==> src/rtl/spi_pkg.sv <==
// spi_pkg: shared constants for the SPI shift engine.
//   SPI_WORD_BITS : burst length, matches the upstream clock divider
//   BIT_CNT_W     : width of the received-bit counter
//   ST_*          : one-hot FSM state encodings
package spi_pkg;
  localparam int SPI_WORD_BITS = 8;
  localparam int BIT_CNT_W     = 4;

  localparam logic [4:0] ST_IDLE  = 5'b00001;
  localparam logic [4:0] ST_SETUP = 5'b00010;
  localparam logic [4:0] ST_START = 5'b00100;
  localparam logic [4:0] ST_SHIFT = 5'b01000;
  localparam logic [4:0] ST_DONE  = 5'b10000;
endpackage

==> src/rtl/spi_shift_engine_if.sv <==
// spi_shift_engine_if: host-side byte handshake of the SPI shift engine.
//   i_tx_byte/i_tx_valid/o_tx_ready : TX byte valid/ready handshake
//   i_cs_hold                       : keep CS_n low after this byte
//   o_rx_byte/o_rx_valid            : received byte + one-cycle strobe
//   o_err                           : one-cycle strobe on a short burst
// master = host side, slave = engine side.
interface spi_shift_engine_if;
  import spi_pkg::*;
  logic [SPI_WORD_BITS-1:0] i_tx_byte;
  logic                     i_tx_valid;
  logic                     o_tx_ready;
  logic                     i_cs_hold;
  logic [SPI_WORD_BITS-1:0] o_rx_byte;
  logic                     o_rx_valid;
  logic                     o_err;

  modport master (output i_tx_byte, i_tx_valid, i_cs_hold,
                  input  o_tx_ready, o_rx_byte, o_rx_valid, o_err);
  modport slave  (input  i_tx_byte, i_tx_valid, i_cs_hold,
                  output o_tx_ready, o_rx_byte, o_rx_valid, o_err);
endinterface

==> src/rtl/spi_shift_reg.sv <==
// spi_shift_reg: parallel-load shift register, zero-fill on shift_out.
//   i_load/i_load_val : parallel load (highest priority)
//   i_shift_in        : shift, inserting i_ser_in
//   i_shift_out       : shift, inserting 0
//   o_ser_out         : bit currently on the serial output
//   o_q               : register contents
// LSB_FIRST selects shift direction (right when set, left otherwise).
module spi_shift_reg
  import spi_pkg::*;
#(
  parameter bit LSB_FIRST = 1'b0
) (
  input  logic                     i_clk,
  input  logic                     i_rst,
  input  logic                     i_load,
  input  logic [SPI_WORD_BITS-1:0] i_load_val,
  input  logic                     i_shift_out,
  input  logic                     i_shift_in,
  input  logic                     i_ser_in,
  output logic                     o_ser_out,
  output logic [SPI_WORD_BITS-1:0] o_q
);
  localparam int W = SPI_WORD_BITS;

  logic [W-1:0] q;

  always_ff @(posedge i_clk) begin
    if (i_rst)            q <= '0;
    else if (i_load)      q <= i_load_val;
    else if (i_shift_in)  q <= LSB_FIRST ? {i_ser_in, q[W-1:1]} : {q[W-2:0], i_ser_in};
    else if (i_shift_out) q <= LSB_FIRST ? {1'b0, q[W-1:1]}     : {q[W-2:0], 1'b0};
  end

  assign o_ser_out = LSB_FIRST ? q[0] : q[W-1];
  assign o_q       = q;
endmodule

==> src/rtl/spi_shift_engine.sv <==
// spi_shift_engine: SPI mode-0 byte transceiver behind the SPI clock divider.
//   i_clk, i_rst          : clock, synchronous active-high reset
//   host (slave modport)  : byte handshake, CS hold, RX byte/valid, error
//   o_div_start_n         : divider burst request (active low)
//   i_div_ready/_sclk     : divider status and slow clock
//   i_div_rising/_falling : divider edge markers
//   o_sclk/o_mosi/i_miso/o_cs_n : SPI pins
// Build option: define SPI_LSB_FIRST_EN for LSB-first shifting on both
// MOSI and MISO; default is MSB-first.
module spi_shift_engine
  import spi_pkg::*;
#(
  parameter int CS_SETUP_CYCLES = 1
) (
  input  logic                i_clk,
  input  logic                i_rst,
  spi_shift_engine_if.slave   host,
  output logic                o_div_start_n,
  input  logic                i_div_ready,
  input  logic                i_div_sclk,
  input  logic                i_div_rising,
  input  logic                i_div_falling,
  output logic                o_sclk,
  output logic                o_mosi,
  input  logic                i_miso,
  output logic                o_cs_n
);
`ifdef SPI_LSB_FIRST_EN
  localparam bit LSB_FIRST = 1'b1;
`else
  localparam bit LSB_FIRST = 1'b0;
`endif

  logic [4:0]                 state;
  logic [3:0]                 setup_cnt;
  logic [BIT_CNT_W-1:0]       bit_cnt;
  logic                       cs_hold_q;
  logic                       cs_n_q;
  logic [SPI_WORD_BITS-1:0]   rx_hold;
  logic [SPI_WORD_BITS-1:0]   rx_q;
  logic [SPI_WORD_BITS-1:0]   tx_q;
  logic                       tx_ser;
  logic                       rx_ser;
  logic                       accept, rise_en, fall_en, cnt_full, in_done;

  assign accept   = host.i_tx_valid & host.o_tx_ready;
  // Simultaneous markers are illegal; the rising one wins.
  assign rise_en  = (state == ST_SHIFT) & i_div_rising;
  assign fall_en  = (state == ST_SHIFT) & i_div_falling & ~i_div_rising;
  assign cnt_full = (bit_cnt == BIT_CNT_W'(SPI_WORD_BITS));
  assign in_done  = (state == ST_DONE);

  always_ff @(posedge i_clk) begin
    if (i_rst) begin
      state     <= ST_IDLE;
      setup_cnt <= '0;
      bit_cnt   <= '0;
      cs_hold_q <= 1'b0;
      cs_n_q    <= 1'b1;
      rx_hold   <= '0;
    end else begin
      case (state)
        ST_IDLE: if (accept) begin
          cs_hold_q <= host.i_cs_hold;
          bit_cnt   <= '0;
          setup_cnt <= '0;
          cs_n_q    <= 1'b0;
          state     <= ST_SETUP;
        end
        ST_SETUP: begin
          if (setup_cnt == 4'(CS_SETUP_CYCLES - 1)) state <= ST_START;
          else                                      setup_cnt <= setup_cnt + 4'd1;
        end
        // Hold the request until the divider acknowledges by dropping ready.
        ST_START: if (!i_div_ready) state <= ST_SHIFT;
        ST_SHIFT: begin
          if (rise_en && bit_cnt != '1) bit_cnt <= bit_cnt + 1'b1;
          if (i_div_ready) state <= ST_DONE;
        end
        ST_DONE: begin
          if (cnt_full) rx_hold <= rx_q;
          cs_n_q <= ~cs_hold_q;
          state  <= ST_IDLE;
        end
        default: state <= ST_IDLE;
      endcase
    end
  end

  spi_shift_reg #(.LSB_FIRST(LSB_FIRST)) u_tx_sr (
    .i_clk(i_clk), .i_rst(i_rst),
    .i_load(accept), .i_load_val(host.i_tx_byte),
    .i_shift_out(fall_en), .i_shift_in(1'b0), .i_ser_in(1'b0),
    .o_ser_out(tx_ser), .o_q(tx_q)
  );

  spi_shift_reg #(.LSB_FIRST(LSB_FIRST)) u_rx_sr (
    .i_clk(i_clk), .i_rst(i_rst),
    .i_load(accept), .i_load_val('0),
    .i_shift_out(1'b0), .i_shift_in(rise_en), .i_ser_in(i_miso),
    .o_ser_out(rx_ser), .o_q(rx_q)
  );

  logic sr_unused;
  assign sr_unused = ^{rx_ser, tx_q};

  // RX byte is presented combinationally in DONE so it lines up with the strobe.
  assign host.o_tx_ready = (state == ST_IDLE) & i_div_ready;
  assign host.o_rx_valid = in_done & cnt_full;
  assign host.o_err      = in_done & ~cnt_full;
  assign host.o_rx_byte  = host.o_rx_valid ? rx_q : rx_hold;
  assign o_div_start_n   = ~(state == ST_START);
  assign o_sclk          = i_div_sclk;
  assign o_mosi          = tx_ser;
  assign o_cs_n          = cs_n_q;
endmodule

==> src/flat_wrapper.sv <==
// flat-port wrapper written by rule: the top's interface ports become plain ports
module spi_shift_engine_flat import spi_pkg::*;
#(
  parameter int CS_SETUP_CYCLES = 1
)
  (i_clk, i_rst, o_div_start_n, i_div_ready, i_div_sclk, i_div_rising, i_div_falling, o_sclk, o_mosi, i_miso, o_cs_n, host_i_tx_byte, host_i_tx_valid, host_i_cs_hold, host_o_tx_ready, host_o_rx_byte, host_o_rx_valid, host_o_err);
  spi_shift_engine_if host_i ();
  input  logic i_clk;
  input  logic i_rst;
  output logic o_div_start_n;
  input  logic i_div_ready;
  input  logic i_div_sclk;
  input  logic i_div_rising;
  input  logic i_div_falling;
  output logic o_sclk;
  output logic o_mosi;
  input  logic i_miso;
  output logic o_cs_n;
  input wire logic [$bits(host_i.i_tx_byte)-1:0] host_i_tx_byte;
  input wire logic [$bits(host_i.i_tx_valid)-1:0] host_i_tx_valid;
  input wire logic [$bits(host_i.i_cs_hold)-1:0] host_i_cs_hold;
  output wire logic [$bits(host_i.o_tx_ready)-1:0] host_o_tx_ready;
  output wire logic [$bits(host_i.o_rx_byte)-1:0] host_o_rx_byte;
  output wire logic [$bits(host_i.o_rx_valid)-1:0] host_o_rx_valid;
  output wire logic [$bits(host_i.o_err)-1:0] host_o_err;
  assign host_i.i_tx_byte = host_i_tx_byte;
  assign host_i.i_tx_valid = host_i_tx_valid;
  assign host_i.i_cs_hold = host_i_cs_hold;
  assign host_o_tx_ready = host_i.o_tx_ready;
  assign host_o_rx_byte = host_i.o_rx_byte;
  assign host_o_rx_valid = host_i.o_rx_valid;
  assign host_o_err = host_i.o_err;
  spi_shift_engine #(.CS_SETUP_CYCLES(CS_SETUP_CYCLES)) u_core (.i_clk(i_clk), .i_rst(i_rst), .host(host_i), .o_div_start_n(o_div_start_n), .i_div_ready(i_div_ready), .i_div_sclk(i_div_sclk), .i_div_rising(i_div_rising), .i_div_falling(i_div_falling), .o_sclk(o_sclk), .o_mosi(o_mosi), .i_miso(i_miso), .o_cs_n(o_cs_n));
endmodule
==> config.mk <==
export PLATFORM = sky130hd
export DESIGN_NAME = spi_shift_engine_flat
export DESIGN_NICKNAME = d
export VERILOG_FILES = /design/src/rtl/spi_pkg.sv /design/src/rtl/spi_shift_engine_if.sv /design/src/rtl/spi_shift_reg.sv /design/src/rtl/spi_shift_engine.sv /design/src/flat_wrapper.sv
export SDC_FILE = /design/constraint.sdc
export NUM_CORES = 1
export LEC_CHECK = 0
export CAP_MARGIN = 20
export CORE_MARGIN = 2
export CORE_UTILIZATION = 61
export DETAILED_ROUTE_END_ITERATION = 8
export DONT_BUFFER_PORTS = 1
export PLACE_DENSITY = 0.77
export RECOVER_POWER = 50
export SLEW_MARGIN = 20
export SYNTH_ARGS = -nofsm -noshare
export SYNTH_HDL_FRONTEND = slang
export SYNTH_SLANG_ARGS = --single-unit
==> constraint.sdc <==
create_clock -name i_clk -period 2.5 [get_ports i_clk]
set_clock_uncertainty 0.15 [all_clocks]
set_input_delay 0.5 -clock i_clk [delete_from_list [all_inputs] [get_ports i_clk]]
set_output_delay 0.5 -clock i_clk [all_outputs]
set_load 0.01 [all_outputs]
==> impl_metrics.json <==
{
  "place.gp.congestion": 0.803,
  "rsz0062_at_grt": "false",
  "maxCapViolCount": 0,
  "post-route-min-period_ns": 2.40,
  "syn_inst": 192,
  "status": "complete, but fails checks",
  "grt_pass1_vias": 1305,
  "insertion_delay_ns": 0.34,
  "finalNonFillerCells": 222,
  "layout_commonest_cell": "dfxtp_1",
  "grt.total_usage_pct": 21.7,
  "fin_area_mm2": 0.00186,
  "fp.dieH_um": 58.7,
  "yosysTopAreaCell": "dfxtp_1",
  "coreArea_mm2": 0.00281,
  "use_met1_pct": 25.7,
  "avgRoutedWirePerCell_um": 15.3,
  "violations": "DRC",
  "clock_path_buffers": 2,
  "ys_types": 45,
  "fin_nets": 211,
  "met2_usage_pct": 36.4,
  "critPathRequiredTime_ns": 1.85,
  "routed_wl_mm": 3.40,
  "final_layout_size_suffix_gt1_share_pct": 12.0,
  "fillCellCount": 246,
  "synth-seq-area-share_pct": 42.8,
  "slew_violations": 0,
  "antenna_found_initial": 0,
  "final_util_pct": 66.4,
  "clkSlewWorstSetupHoldPaths_ns": 0.11,
  "worst_pin_slew_ns": 0.546,
  "cts.sinks": 39,
  "viasPerCell": 6.22,
  "initial_utilization_pct": 65.0,
  "yosys_most_used_dff": "dfxtp_1",
  "synth_fp_nets": 213,
  "grt_use_met3_pct": 6.81,
  "setup_viol": 0,
  "reg2reg_slack_ns": 0.47,
  "io_pins": 32,
  "synth-seq-cells": 39,
  "grt_max_degree": 24,
  "cellLeakagePower_nw": 0.720,
  "synth_edf_count": 0,
  "die_w_um": 58.7,
  "grt_overflow_total": 0,
  "cts_buffers": 5,
  "timing.fmax_mhz": 417,
  "cp-endpoint": "host_o_rx_byte[1]",
  "synth_warnings": 0,
  "antenna_left": 0,
  "r2r-start": "u_core.state[2]",
  "rr_worst_depth": 5,
  "cp-start-kind": "flip-flop",
  "ctsRootBufferMaster": "clkbuf_4",
  "arrival_ns": 1.75,
  "synth.area.top_cells": "dfxtp_1, mux2i_1, mux2_2, nand3_1, a21oi_1",
  "rr_endpoint": "u_core.u_rx_sr.o_q[0]",
  "ir_worst_vdd_v": 0.000365,
  "dp.cells": 213,
  "crit_type": "flip-flop to output pin",
  "die_area_mm2": 0.00344,
  "timing.final.crit_share_pct": 95.9,
  "num_vias": 1381,
  "tns_ns": 0,
  "rows": 19,
  "cts-hold-fix-buffers": 0,
  "ctsHtreeMaxLevel": 2,
  "min_path_type": "input pin to flip-flop",
  "final_cell_mix": "dfxtp_1, nor2_1, nand3_1, a21oi_1",
  "async_reset_ff_share_pct": 0,
  "synthesis.area_mm2": 0.00182,
  "timing_hold_violations_final": 0,
  "max-slew-margin-rel_pct": 63.6,
  "end_kind": "output pin",
  "critPathMaxFanout": 9,
  "area_delta_synth_final_pct": 2.06,
  "drt_pass1_iterations": 6,
  "port_buffers": 0,
  "cts_tree": "built",
  "grt-busiest-layer": "met2",
  "avgSynthCellArea_um2": 9.50,
  "placed_cell_area_mm2": 0.00180,
  "synth.top_cell.area_share_pct": 42.8,
  "drcViolationCount": 2,
  "hpwl_mm": 2.48,
  "antenna_cells": 0,
  "grt_pass1_wl_mm": 5.66,
  "drt_iter0_drc": 118,
  "startpoint": "u_core.bit_cnt[0]",
  "power.density_mw_per_mm2": 669
}
## layer usage
layer	share of wire (%)	vias to the layer above	routed length (µm)
met5	0	-	0
met4	1.7	0	57
met3	6.9	6	234
met2	50	35	1710
met1	41	659	1400
li1	-	681	-
## worst min-delay path by stage
stage | startpoint | to | slack (ns) | cells after the start
3_3_place_gp | u_core.cs_hold_q | u_core.cs_hold_q | 0.29 | 2
3_5_place_dp | u_core.cs_hold_q | u_core.cs_hold_q | 0.30 | 2
2_1_floorplan | u_core.cs_hold_q | u_core.cs_hold_q | 0.28 | 2
6_report | i_rst | u_core.u_tx_sr.o_q[6] | 0.06 | 1
4_1_cts | i_rst | u_core.u_tx_sr.o_q[2] | 0.05 | 1
5_1_grt | i_rst | u_core.u_tx_sr.o_q[1] | 0.05 | 1
## power by group
part           total, mW  switching, mW  internal, mW  leakage [nW]
Clock              0.308          0.199         0.109        0.0282
Combinational      0.216          0.131        0.0851         0.376
Sequential         0.722         0.0595         0.662         0.316
## synthesized netlist by cell type, types with 2 or more instances
cell,n
a22oi_1,7
nor2b_1,9
nand2b_1,2
nand4_1,2
buf_6,3
mux2i_1,8
buf_2,5
nand2_1,9
buf_4,3
a41oi_1,2
inv_1,5
nor2_1,14
nand3_1,14
ha_1,4
xnor2_1,2
and4_1,2
o21ai_0,6
clkbuf_1,3
mux2_2,7
nand3b_1,3
a21oi_1,13
dfxtp_1,39
nor3_1,3
and4b_1,2
nand4b_1,3
or3_1,3
## critical path, cell delays in order, from the launching register on
cell and delay [ns]:
dfxtp_1 0.37, inv_1 0.08, ha_1 0.19, and3b_1 0.20
nand4_4 0.17, mux2_2 0.40
## flip-flops by register name, indices dropped and copies added (netlist names)
signal / flops
u_core.bit_cnt: 4
u_core.cs_hold_q: 1
u_core.o_cs_n: 1
u_core.rx_hold: 8
u_core.setup_cnt: 4
u_core.state: 5
u_core.u_rx_sr.o_q: 8
u_core.u_tx_sr.o_q: 8
## metrics by stage
step / power (mW) / setup slack (ns) / hold WS [ns]
after floorplan: 0.930 / 0.519 / 0.282
after global placement: 0.933 / 0.406 / 0.286
after detailed placement: 0.948 / 0.321 / 0.300
after CTS: 1.25 / 0.0346 / 0.0524
after global routing: 1.31 / 0.00324 / 0.0459
final: 1.25 / 0.102 / 0.0642
## final cells by class
class | instances | area (µm²) | area share (%)
clock buffers | 6 | 41.3 | 2.22
clock inverters | 2 | 12.5 | 0.672
inverters | 5 | 18.8 | 1.01
multi-input cells | 134 | 936 | 50.3
flip-flops and latches | 39 | 781 | 41.9
well taps | 31 | 38.8 | 2.08
repair buffers | 5 | 33.8 | 1.81
## kinds of logic (layout without fill, tap and decap cells)
kind of cell	Yosys count	count (layout)	synth area share, %
buf+inv	19	18	6.10
compound gates	35	35	11.9
xor+xnor	3	3	1.44
simple gates	76	76	25.7
mux	16	16	9.33
flops	39	39	42.8
fa+ha+maj	4	4	2.74
## repair_timing
item / CTS / global route
cloned: 0 / 0
gates resized for setup: 1 / 1
setup buffers: 0 / 1
endpoints found under the hold margin: 0 / 0
setup endpoints to repair: 8 / 3
Note: power is estimated with default switching activity, not from simulation.
